`src/rtl/result_bus_broadcaster_pkg.sv`:
```
// result_bus_broadcaster_pkg
//   Shared helpers for the result bus broadcaster slice.
//   wrap_add : circular index add used by the round-robin scan.
package result_bus_broadcaster_pkg;

   // base and step are both below n, so a single conditional subtract wraps
   function automatic int wrap_add(input int base, input int step, input int n);
      int s;
      s = base + step;
      return (s >= n) ? s - n : s;
   endfunction

endpackage

```
`src/rtl/result_bus_broadcaster_if.sv`:
```
// result_bus_broadcaster_if
//   Handshake and broadcast bundle between the functional units, the
//   broadcaster, and the reservation-station snoopers.
//   unit_valid/unit_source/unit_value : unit -> broadcaster offer
//   unit_ready                        : broadcaster -> unit accept
//   bus_asserted/bus_source/bus_value : broadcast triples, one per bus
//   master : producer/snooper side      slave : broadcaster side
interface result_bus_broadcaster_if #(
   parameter int SIZE               = 32,
   parameter int STATION_INDEX_SIZE = 1,
   parameter int BUS_COUNT          = 1,
   parameter int UNIT_COUNT         = 2
);
   logic [UNIT_COUNT-1:0]                    unit_valid;
   logic [UNIT_COUNT*STATION_INDEX_SIZE-1:0] unit_source;
   logic [UNIT_COUNT*SIZE-1:0]               unit_value;
   logic [UNIT_COUNT-1:0]                    unit_ready;
   logic [BUS_COUNT-1:0]                     bus_asserted;
   logic [BUS_COUNT*STATION_INDEX_SIZE-1:0]  bus_source;
   logic [BUS_COUNT*SIZE-1:0]                bus_value;

   modport master (
      output unit_valid, unit_source, unit_value,
      input  unit_ready, bus_asserted, bus_source, bus_value
   );

   modport slave (
      input  unit_valid, unit_source, unit_value,
      output unit_ready, bus_asserted, bus_source, bus_value
   );
endinterface

```
`src/rtl/result_bus_broadcaster_result_slot.sv`:
```
// result_slot
//   One-entry holding register for a single functional unit's result.
//   i_valid        : unit offers a result
//   i_grant        : arbiter has put this slot on a bus this cycle
//   i_tag/i_value  : offered tag and value
//   o_ready        : slot accepts this cycle (empty, or draining now)
//   o_pending/o_tag/o_value : held result
module result_slot
   import result_bus_broadcaster_pkg::*;
#(
   parameter int SIZE               = 32,
   parameter int STATION_INDEX_SIZE = 1
) (
   input  logic                          clock,
   input  logic                          reset,
   input  logic                          i_valid,
   input  logic                          i_grant,
   input  logic [STATION_INDEX_SIZE-1:0] i_tag,
   input  logic [SIZE-1:0]               i_value,
   output logic                          o_ready,
   output logic                          o_pending,
   output logic [STATION_INDEX_SIZE-1:0] o_tag,
   output logic [SIZE-1:0]               o_value
);
   logic                          r_pending;
   logic [STATION_INDEX_SIZE-1:0] r_tag;
   logic [SIZE-1:0]               r_value;
   logic                          w_load;

   // a slot being granted empties at this edge, so it can reload in the same cycle
   assign o_ready = reset & (~r_pending | i_grant);
   assign w_load  = i_valid & o_ready;

   always_ff @(posedge clock) begin
      if (!reset) begin
         r_pending <= 1'b0;
         r_tag     <= '0;
         r_value   <= '0;
      end else if (w_load) begin
         r_pending <= 1'b1;
         r_tag     <= i_tag;
         r_value   <= i_value;
      end else if (i_grant) begin
         r_pending <= 1'b0;
      end
   end

   assign o_pending = r_pending;
   assign o_tag     = r_tag;
   assign o_value   = r_value;
endmodule

```
`src/rtl/result_bus_broadcaster.sv`:
```
// result_bus_broadcaster
//   Collects tagged results from UNIT_COUNT units into one-entry slots and
//   round-robin broadcasts up to BUS_COUNT of them per cycle on registered
//   result buses.
//   clock : rising-edge clock
//   reset : synchronous active-low reset
//   bus   : slave side of result_bus_broadcaster_if (unit handshakes + buses)
module result_bus_broadcaster
   import result_bus_broadcaster_pkg::*;
#(
   parameter int SIZE               = 32,
   parameter int STATION_INDEX_SIZE = 1,
   parameter int BUS_COUNT          = 1,
   parameter int UNIT_COUNT         = 2
) (
   input logic                     clock,
   input logic                     reset,
   result_bus_broadcaster_if.slave bus
);
   localparam int UW = (UNIT_COUNT > 1) ? $clog2(UNIT_COUNT) : 1;

   logic [UNIT_COUNT-1:0]                         w_pending;
   logic [UNIT_COUNT-1:0]                         w_grant;
   logic [UNIT_COUNT-1:0]                         w_ready;
   logic [UNIT_COUNT-1:0][STATION_INDEX_SIZE-1:0] w_tag;
   logic [UNIT_COUNT-1:0][SIZE-1:0]               w_value;
   logic [BUS_COUNT-1:0]                          w_bus_hit;
   logic [BUS_COUNT-1:0][UW-1:0]                  w_bus_sel;
   logic [UW-1:0]                                 w_next_rr;

   logic [UW-1:0]                           r_rr;
   logic [BUS_COUNT-1:0]                    r_bus_asserted;
   logic [BUS_COUNT*STATION_INDEX_SIZE-1:0] r_bus_source;
   logic [BUS_COUNT*SIZE-1:0]               r_bus_value;

   for (genvar u = 0; u < UNIT_COUNT; u++) begin : g_slot
      result_slot #(
         .SIZE               (SIZE),
         .STATION_INDEX_SIZE (STATION_INDEX_SIZE)
      ) u_slot (
         .clock     (clock),
         .reset     (reset),
         .i_valid   (bus.unit_valid[u]),
         .i_grant   (w_grant[u]),
         .i_tag     (bus.unit_source[u*STATION_INDEX_SIZE +: STATION_INDEX_SIZE]),
         .i_value   (bus.unit_value[u*SIZE +: SIZE]),
         .o_ready   (w_ready[u]),
         .o_pending (w_pending[u]),
         .o_tag     (w_tag[u]),
         .o_value   (w_value[u])
      );
   end

   assign bus.unit_ready = w_ready;

   // circular scan from rr; the n-th pending slot found takes bus n
   always_comb begin
      int n;
      int idx;
      n         = 0;
      idx       = 0;
      w_grant   = '0;
      w_bus_hit = '0;
      w_bus_sel = '0;
      w_next_rr = r_rr;
      for (int k = 0; k < UNIT_COUNT; k++) begin
         idx = wrap_add(int'(r_rr), k, UNIT_COUNT);
         if (w_pending[idx] && (n < BUS_COUNT)) begin
            w_grant[idx]   = 1'b1;
            w_bus_hit[n]   = 1'b1;
            w_bus_sel[n]   = UW'(idx);
            w_next_rr      = UW'(wrap_add(idx, 1, UNIT_COUNT));
            n              = n + 1;
         end
      end
   end

   always_ff @(posedge clock) begin
      if (!reset) begin
         r_rr           <= '0;
         r_bus_asserted <= '0;
         r_bus_source   <= '0;
         r_bus_value    <= '0;
      end else begin
         r_rr <= w_next_rr;
         for (int j = 0; j < BUS_COUNT; j++) begin
            r_bus_asserted[j] <= w_bus_hit[j];
            r_bus_source[j*STATION_INDEX_SIZE +: STATION_INDEX_SIZE] <=
               w_bus_hit[j] ? w_tag[w_bus_sel[j]] : '0;
            r_bus_value[j*SIZE +: SIZE] <=
               w_bus_hit[j] ? w_value[w_bus_sel[j]] : '0;
         end
      end
   end

   assign bus.bus_asserted = r_bus_asserted;
   assign bus.bus_source   = r_bus_source;
   assign bus.bus_value    = r_bus_value;
endmodule
```
`src/flat_wrapper.sv`:
```
// flat-port wrapper written by rule: the top's interface ports become plain ports
module result_bus_broadcaster_flat import result_bus_broadcaster_pkg::*;
#(
   parameter int SIZE               = 32,
   parameter int STATION_INDEX_SIZE = 1,
   parameter int BUS_COUNT          = 1,
   parameter int UNIT_COUNT         = 2
)
  (clock, reset, bus_unit_valid, bus_unit_source, bus_unit_value, bus_unit_ready, bus_bus_asserted, bus_bus_source, bus_bus_value);
  result_bus_broadcaster_if #(.SIZE(SIZE), .STATION_INDEX_SIZE(STATION_INDEX_SIZE), .BUS_COUNT(BUS_COUNT), .UNIT_COUNT(UNIT_COUNT)) bus_i ();
  input logic clock;
  input logic reset;
  input wire logic [$bits(bus_i.unit_valid)-1:0] bus_unit_valid;
  input wire logic [$bits(bus_i.unit_source)-1:0] bus_unit_source;
  input wire logic [$bits(bus_i.unit_value)-1:0] bus_unit_value;
  output wire logic [$bits(bus_i.unit_ready)-1:0] bus_unit_ready;
  output wire logic [$bits(bus_i.bus_asserted)-1:0] bus_bus_asserted;
  output wire logic [$bits(bus_i.bus_source)-1:0] bus_bus_source;
  output wire logic [$bits(bus_i.bus_value)-1:0] bus_bus_value;
  assign bus_i.unit_valid = bus_unit_valid;
  assign bus_i.unit_source = bus_unit_source;
  assign bus_i.unit_value = bus_unit_value;
  assign bus_unit_ready = bus_i.unit_ready;
  assign bus_bus_asserted = bus_i.bus_asserted;
  assign bus_bus_source = bus_i.bus_source;
  assign bus_bus_value = bus_i.bus_value;
  result_bus_broadcaster #(.SIZE(SIZE), .STATION_INDEX_SIZE(STATION_INDEX_SIZE), .BUS_COUNT(BUS_COUNT), .UNIT_COUNT(UNIT_COUNT)) u_core (.clock(clock), .reset(reset), .bus(bus_i));
endmodule
```
`config.mk`:
```
export PLATFORM = sky130hd
export DESIGN_NAME = result_bus_broadcaster_flat
export DESIGN_NICKNAME = d
export VERILOG_FILES = /design/src/rtl/result_bus_broadcaster_pkg.sv /design/src/rtl/result_bus_broadcaster_if.sv /design/src/rtl/result_bus_broadcaster_result_slot.sv /design/src/rtl/result_bus_broadcaster.sv /design/src/flat_wrapper.sv
export SDC_FILE = /design/constraint.sdc
export NUM_CORES = 1
export LEC_CHECK = 0
export ABC_AREA = 1
export BUFFER_PORTS_ARGS = -buffer_cell sky130_fd_sc_hd__buf_4
export CORE_MARGIN = 2
export CORE_UTILIZATION = 58
export DETAILED_ROUTE_END_ITERATION = 16
export PLACE_DENSITY_LB_ADDON = 0.12
export SYNTH_ARGS = -nofsm -noshare
export SYNTH_HDL_FRONTEND = slang
export SYNTH_SLANG_ARGS = --single-unit
```
`constraint.sdc`:
```
create_clock -name clock -period 2.4 [get_ports clock]
set_clock_uncertainty 0.15 [all_clocks]
set_input_delay 0.24 -clock clock [delete_from_list [all_inputs] [get_ports clock]]
set_output_delay 0.24 -clock clock [all_outputs]
set_load 0.02 [all_outputs]
```
==> impl_metrics.env, run 1 <==
export IMPL_worstPathMaxFanout=35
export IMPL_hold_viol=0
export IMPL_clockRootBuffer="clkbuf_8"
export IMPL_yosysTopAreaCell="dfxtp_1"
export IMPL_clk_pin_slew_ns=0.10
export IMPL_synth_seq_cells=103
export IMPL_dieArea_um2=8550
export IMPL_min_path_type="in2reg"
export IMPL_cts_tree="built"
export IMPL_cts_buffers=9
export IMPL_dp_hpwl_mm=7.66
export IMPL_seq_area_um2=2060
export IMPL_multi_input_area_um2=1810
export IMPL_fin_crit_ns=2.05
export IMPL_synth_area_um2=4540
export IMPL_cts_max_path_buffers=2
export IMPL_die_x_um=92.5
export IMPL_synth_seq_area_share_pct=45.4
export IMPL_fin_crit_sh_pct=85.4
export IMPL_start_util_pct=59.4
export IMPL_post_cts_setup_buffers=0
export IMPL_drt_pre_antenna_iters=5
export IMPL_path_cells="nand3_2 -> buf_4 -> nand2_1 -> inv_1 -> buf_4"
export IMPL_cts_htree_levels=3
export IMPL_final_antenna_net_count=0
export IMPL_crit_type="reg2out"
export IMPL_fmax_mhz=488
export IMPL_power_density_nw_per_um2=580
export IMPL_dp_cells=836
export IMPL_synth_cells=669
export IMPL_p_total_mw=3.50
export IMPL_clock_sinks=103
export IMPL_required_ns=2.01
export IMPL_peakVddDrop_mv=0.330
export IMPL_synth_area_leaders="dfxtp_1, nand2_1, nand4_1"
export IMPL_finalSetupViolCount=0
export IMPL_ios=106
export IMPL_io_buffers=105
export IMPL_post_drt_wl_per_cell_um=13.8
export IMPL_drc=0
export IMPL_antenna_found_initial=0
export IMPL_leakage_nw=3.31
export IMPL_gp_congestion=0.844
export IMPL_arrival_ns=1.66
export IMPL_path_common_cell="buf_4"
export IMPL_coreArea_um2=7650
export IMPL_drv_slew=0
export IMPL_cp_end_kind="output pin"
export IMPL_rsz0062_at_grt="false"
export IMPL_critPathMaxStageDelay_ns=0.56
export IMPL_maxSlewHeadroom_pct=61.2
export IMPL_layout_commonest_cell="nand2_1"
export IMPL_dr_total_vias=4609
export IMPL_grt_max_degree=60
export IMPL_worst_pin_slew_ns=0.582
export IMPL_grtUsageTotal_pct=30.4
export IMPL_cap_violations=0
export IMPL_startpoint_type="flip-flop"
export IMPL_antennaDiodeCount=0
export IMPL_area_growth_pct=32.7
export IMPL_synth_nets=739
export IMPL_layout_drive_gt1_share_pct=17.0
export IMPL_ys_types=16
export IMPL_insertion_delay_ns=0.36
export IMPL_grt_pass1_wl_mm=20.5
export IMPL_fin_cells=910
export IMPL_status="finished, final reports clean"
export IMPL_crit_slowest_cell="dfxtp_1"
export IMPL_yosysWarnings=0
export IMPL_rows=32
export IMPL_overflow=0
export IMPL_drt_iter0_markers=303
export IMPL_grt_pass1_vias=4278
export IMPL_viasPerCell=5.06
export IMPL_tns_ns=0
export IMPL_fillers=569
export IMPL_finish_net_count=873
export IMPL_postLayoutCoreUtil_pct=78.8
export IMPL_synth_top_cell_area_share_pct=45.4
export IMPL_layout_common_cells="nand2_1, buf_4, inv_1, dfxtp_1, nor2_1"
export IMPL_drt_total_wl_mm=12.6
export IMPL_die_h_um=92.5
export IMPL_avgSynthCellArea_um2=6.79
==> sequential cells by signal (all words and copies together), names as in the netlist <==
| register | cells |
|---|---|
| u_core.g_slot.u_slot.o_pending | 2 |
| u_core.bus.bus_source | 1 |
| u_core.g_slot.u_slot.o_value | 64 |
| u_core.bus.bus_value | 32 |
| u_core.g_slot.u_slot.o_tag | 2 |
| u_core.bus.bus_asserted | 1 |
| u_core.r_rr | 1 |
==> worst paths after layout <==
path	startpoint	to	slack [ns]	cells after the start
setup / recovery	u_core.g_slot[1].u_slot.o_pending	bus_unit_ready[0]	0.35	5
hold / removal	bus_unit_value[21]	u_core.g_slot[0].u_slot.o_value[21]	0.007	3
setup reg to reg	u_core.r_rr	u_core.bus.bus_value[14]	0.65	6
hold reg to reg	u_core.g_slot[0].u_slot.o_value[12]	u_core.bus.bus_value[12]	0.33	2
==> synth_stat cells (all sizes together) <==
cell type and number:
nand2 234, inv 105, dfxtp 103, nor2 68, nand4 66, buf 40, nand3 37, clkbuf 11
a21oi 3, a21boi 1, o21ai 1
==> critical path, delay by kind of cell, from the launching register on <==
family	cells	cell delay, ns
DFF	1	0.56
buffers and inverters	3	0.48
and+or+nand+nor	2	0.24
==> power breakdown <==
group / switching (mW) / total [mW] / internal, mW / leakage (nW)
clock network: 0.589 / 0.994 / 0.405 / 0.0853
logic: 0.338 / 0.625 / 0.287 / 2.38
registers: 0.0579 / 1.88 / 1.82 / 0.848
total: 0.985 / 3.50 / 2.51 / 3.31
==> routing by layer <==
layer,up-vias,part of all wire [%],global-route usage (%)
li1,2303,-,-
met2,176,49,51.7
met4,0,2.3,12.4
met3,24,6.6,5.13
met1,2106,42,38.4
met5,-,0,0
==> final cells by class <==
class,instances,area share [%]
sequential,103,34.2
multi-input combinational,410,30.0
timing repair buffer,174,24.3
inverter,105,6.54
clock buffer,11,2.35
tap,102,2.12
clock inverter,5,0.560
==> repair_timing <==
item,CTS,global route
gates resized for setup,0,0
endpoints found under the hold margin,58,0
setup endpoints to repair,0,0
hold buffers,58,0
==> logic make-up after synthesis <==
family,count (synthesis),synth area share [%]
buffers and inverters,156,14.8
AND/OR/NAND/NOR,405,38.9
flip-flops,103,45.4
AO/OA/AOI/OAI,5,0.854
==> per-stage QoR <==
step | hold WS (ns) | setup slack (ns) | instance area, µm²
2_1_floorplan | 0.245 | 0.997 | 4540
3_3_place_gp | 0.299 | 0.706 | 5270
3_5_place_dp | 0.305 | 0.662 | 5270
4_1_cts | 0.00166 | 0.368 | 6030
5_1_grt | 0.0182 | 0.266 | 6030
6_report | 0.00666 | 0.351 | 6030
(Power assumes the default switching activity.)
==> inputs of run 2 (changes only) <==
MAX_ROUTING_LAYER = met4   (was default)
==> impl_metrics.env, run 2 (synthesis gave the netlist of run 1 again) <==
export IMPL_cap_violations=0
export IMPL_status="finished, final reports clean"
export IMPL_drt_total_wl_mm=12.6
export IMPL_fin_area_um2=6030
export IMPL_dieArea_um2=8550
export IMPL_cts_max_path_buffers=2
export IMPL_viasPerCell=5.05
export IMPL_leakage_nw=3.31
export IMPL_dp_hpwl_mm=7.66
export IMPL_drt_pre_antenna_iters=5
export IMPL_cts_buffers=9
export IMPL_worstPathMaxFanout=35
export IMPL_fin_crit_sh_pct=85.5
export IMPL_cts_htree_levels=3
export IMPL_post_drt_wl_per_cell_um=13.8
export IMPL_ctsHoldBuffers=58
export IMPL_seqPwrFrac_pct=53.7
export IMPL_cts_resized=0
export IMPL_hp_start="bus_unit_value[59]"
export IMPL_peakVddDrop_mv=0.330
export IMPL_die_h_um=92.5
export IMPL_pwr_share_comb_pct=17.8
export IMPL_io_buffers=105
export IMPL_whs_ns=0.00652
export IMPL_clk_pin_slew_ns=0.09
export IMPL_crit_type="reg2out"
export IMPL_startpoint_type="flip-flop"
export IMPL_grt_pass1_wl_mm=20.4
export IMPL_layout_drive_gt1_share_pct=17.0
export IMPL_path_cells="nand3_2 -> buf_4 -> nand2_1 -> inv_1 -> buf_4"
export IMPL_largest_reg_flops=64
export IMPL_p_total_mw=3.50
export IMPL_crit_reg2reg_launch="u_core.g_slot[1].u_slot.o_pending"
export IMPL_drt_iter0_markers=294
export IMPL_area_growth_pct=32.7
export IMPL_start_util_pct=59.4
export IMPL_critPathMaxStageDelay_ns=0.57
export IMPL_switching_share_pct=28.2
export IMPL_maxSlewHeadroom_pct=62.0
export IMPL_dr_total_vias=4598
export IMPL_layout_commonest_cell="nand2_1"
export IMPL_antennaDiodeCount=0
export IMPL_min_path_type="in2reg"
export IMPL_layout_common_cells="nand2_1, buf_4, inv_1, dfxtp_1, nor2_1"
export IMPL_rsz0062_at_grt="false"
export IMPL_dp_cells=836
export IMPL_cts_tree="built"
export IMPL_postLayoutCoreUtil_pct=78.8
export IMPL_gp_congestion=0.857
export IMPL_finalSetupViolCount=0
export IMPL_clkPwrFrac_pct=28.5
export IMPL_fin_crit_ns=2.05
export IMPL_place_area_um2=5270
export IMPL_clock_sinks=103
export IMPL_tns_ns=0
export IMPL_grtUsageTotal_pct=31.3
export IMPL_hold_viol=0
export IMPL_arrival_ns=1.66
export IMPL_worst_pin_slew_ns=0.571
export IMPL_final_antenna_net_count=0
export IMPL_fmax_mhz=488
export IMPL_worst_slack_ns=0.349
export IMPL_drv_slew=0
export IMPL_crit_slowest_cell="dfxtp_1"
export IMPL_overflow=0
export IMPL_drc=0
export IMPL_rows=32
export IMPL_antenna_found_initial=0
export IMPL_cell_internal_pwr_mw=2.51
export IMPL_path_common_cell="buf_4"
export IMPL_fin_cells=910
export IMPL_clockRootBuffer="clkbuf_8"
export IMPL_grt_pass1_vias=4273
export IMPL_ios=106
export IMPL_coreArea_um2=7650
export IMPL_cp_end_kind="output pin"
export IMPL_insertion_delay_ns=0.37
export IMPL_required_ns=2.01
export IMPL_grt_max_degree=60
export IMPL_critPathLaunch="u_core.g_slot[1].u_slot.o_pending"
export IMPL_p_sw_mw=0.987
export IMPL_die_x_um=92.5
export IMPL_finish_net_count=873
export IMPL_post_cts_setup_buffers=0
export IMPL_dpl_worst_slack_ns=0.662
export IMPL_power_density_nw_per_um2=580
-- run 2: layout make-up --
| class | count | area [µm²] |
|---|---|---|
| Clock buffer | 11 | 141 |
| Inverter | 105 | 394 |
| Timing Repair Buffer | 174 | 1460 |
| Tap cell | 102 | 128 |
| Fill cell | 569 | 1620 |
| Sequential cell | 103 | 2060 |
| Clock inverter | 5 | 33.8 |
| Multi-Input combinational cell | 410 | 1810 |
-- run 2: routing by layer --
layer  up-vias  track usage, %  share of wire (%)  wire, µm
li1       2303               -                  -         -
met1      2093            38.3                 42      5320
met2       178            51.8                 49      6150
met3        24            5.04                6.6       830
met4         0            12.4                2.3       286
met5         -               -                  0         0
-- run 2: critical path: cells and delay by family, from the launching register on --
kind,cells,cell delay [ns]
AND/OR/NAND/NOR,2,0.24
buffers and inverters,3,0.47
flip-flops,1,0.57
-- run 2: worst paths after layout --
check                           depth (start not counted)  slack, ns                                  end
worst max-delay path                                    5       0.35                    bus_unit_ready[0]
worst max register to register                          5       0.67  u_core.g_slot[0].u_slot.o_value[14]
worst min register to register                          2       0.33             u_core.bus.bus_value[13]
worst min-delay path                                    3      0.007  u_core.g_slot[1].u_slot.o_value[27]
-- run 2: power groups by stage --
stage	Clock (mW)	Sequential (mW)	Combinational, mW
after detailed placement	0	1.91	0.538
after global placement	0	1.91	0.527
after global routing	1.07	1.89	0.692
after CTS	1.01	1.88	0.617
after floorplan	0	1.93	0.319
final	0.997	1.88	0.624
==> inputs of run 3 (changes only) <==
CORE_UTILIZATION = 54   (was 58)
clock period = 2 ns   (was 2.4 ns; I/O delays follow)
==> impl_metrics.env, run 3 (synthesis gave the netlist of run 1 again) <==
export IMPL_top_usage_layer="met2"
export IMPL_cts_max_path_buffers=2
export IMPL_grtUsageMet2_pct=46.7
export IMPL_critPathLaunch="u_core.g_slot[0].u_slot.o_pending"
export IMPL_arrival_ns=1.48
export IMPL_gp_congestion=0.833
export IMPL_worst_slack_ns=0.166
export IMPL_cts_buffers=9
export IMPL_final_antenna_net_count=0
export IMPL_grt_pass1_vias=4310
export IMPL_tns_ns=0
export IMPL_fmax_mhz=545
export IMPL_clockRootBuffer="clkbuf_8"
export IMPL_leakage_nw=3.38
export IMPL_post_cts_setup_buffers=0
export IMPL_status="finished, final reports clean"
export IMPL_drt_pre_antenna_iters=5
export IMPL_dpl_worst_slack_ns=0.465
export IMPL_worst_pin_slew_ns=0.505
export IMPL_fillers=632
export IMPL_crit_reg2reg_launch="u_core.g_slot[0].u_slot.o_pending"
export IMPL_met3_usage_pct=3.76
export IMPL_grtUsageTotal_pct=29.3
export IMPL_post_drt_wl_per_cell_um=13.6
export IMPL_area_growth_pct=35.6
export IMPL_grt_pass1_wl_mm=20.2
export IMPL_coreArea_um2=8180
export IMPL_layout_commonest_cell="nand2_1"
export IMPL_cts_tree="built"
export IMPL_peakVddDrop_mv=0.386
export IMPL_antenna_found_initial=0
export IMPL_use_met1_pct=38.5
export IMPL_drc=0
export IMPL_dieArea_um2=9160
export IMPL_largest_reg_flops=64
export IMPL_clk_pin_slew_ns=0.09
export IMPL_start_util_pct=55.6
export IMPL_cts_htree_levels=3
export IMPL_cap_violations=0
export IMPL_overflow=0
export IMPL_layout_common_cells="nand2_1, buf_4, inv_1, dfxtp_1, nor2_1"
export IMPL_hold_viol=0
export IMPL_crit_type="reg2out"
export IMPL_startpoint_type="flip-flop"
export IMPL_finalSetupViolCount=0
export IMPL_drt_total_wl_mm=12.5
export IMPL_die_x_um=95.7
export IMPL_hp_start="reset"
export IMPL_power_density_nw_per_um2=706
export IMPL_viasPerCell=4.97
export IMPL_worstPathMaxFanout=11
export IMPL_layout_drive_gt1_share_pct=17.2
export IMPL_dr_total_vias=4596
export IMPL_insertion_delay_ns=0.36
export IMPL_maxSlewHeadroom_pct=66.3
export IMPL_grt_max_degree=53
export IMPL_fin_crit_ns=1.83
export IMPL_drt_iter0_markers=308
export IMPL_rows=33
export IMPL_p_total_mw=4.35
export IMPL_ios=106
export IMPL_min_path_type="in2reg"
export IMPL_rsz0062_at_grt="false"
export IMPL_finish_net_count=885
export IMPL_cp_end_kind="output pin"
export IMPL_fin_crit_sh_pct=91.7
export IMPL_die_h_um=95.7
export IMPL_clock_sinks=103
export IMPL_antennaDiodeCount=0
export IMPL_required_ns=1.65
export IMPL_io_buffers=105
export IMPL_dp_hpwl_mm=7.54
export IMPL_drv_slew=0
[run 3: changes by cell type in the layout (fill, tap and decap cells not counted), sizes merged]
cell	change
buf	+4
clkinvlp	-1
clkinv	-1
dlygate4sd3	+8
bufinv	+1
[run 3: routing by layer]
layer / wire length, µm / up-vias / part of all wire [%]
li1: - / 2325 / -
met1: 5650 / 2085 / 45
met2: 6030 / 168 / 48
met3: 691 / 18 / 5.5
met4: 180 / 0 / 1.4
met5: 0 / - / 0
[run 3: power breakdown]
group	switching [mW]	internal [mW]
registers	0.0697	2.18
clock network	0.688	0.645
logic	0.407	0.355
total	1.17	3.18
[run 3: final cells by class]
cell class              count  area [µm²]  area share [%]
inverters                 105         394            6.40
flip-flops and latches    103        2060            33.5
clock buffers              11         151            2.46
well taps                 105         131            2.13
repair buffers            186        1560            25.3
multi-input cells         410        1810            29.3
clock inverters             4        55.1           0.894
[run 3: path summary, 6_finish.rpt]
kind | slack (ns) | end | cells past startpoint
max reg2reg | 0.42 | u_core.g_slot[1].u_slot.o_value[31] | 5
min | 0.11 | u_core.g_slot[1].u_slot.o_value[16] | 3
max | 0.17 | bus_unit_ready[0] | 5
min reg2reg | 0.33 | u_core.bus.bus_source | 2
[run 3: metrics by stage]
| step | area [µm²] | hold slack (ns) | std cells | util [%] |
|---|---|---|---|---|
| floorplan | 4540 | 0.205 | 669 | - |
| global placement | 5290 | 0.289 | 843 | 64.8 |
| detailed placement | 5290 | 0.296 | 843 | 64.8 |
| CTS | 6160 | 0.0918 | 924 | 75.4 |
| global route | 6160 | 0.113 | 924 | 75.4 |
| finish | 6160 | 0.112 | 924 | 75.4 |
[run 3: critical path: stages (launching register included)]
cell     delay, ns
dfxtp_1       0.52
nand3_2       0.15
buf_4         0.21
nand2_1       0.07
inv_1         0.04
buf_4         0.14
[run 3: repair_timing]
item,CTS,global route
endpoints found under the hold margin,66,0
hold buffers,66,0
gates resized for setup,0,0
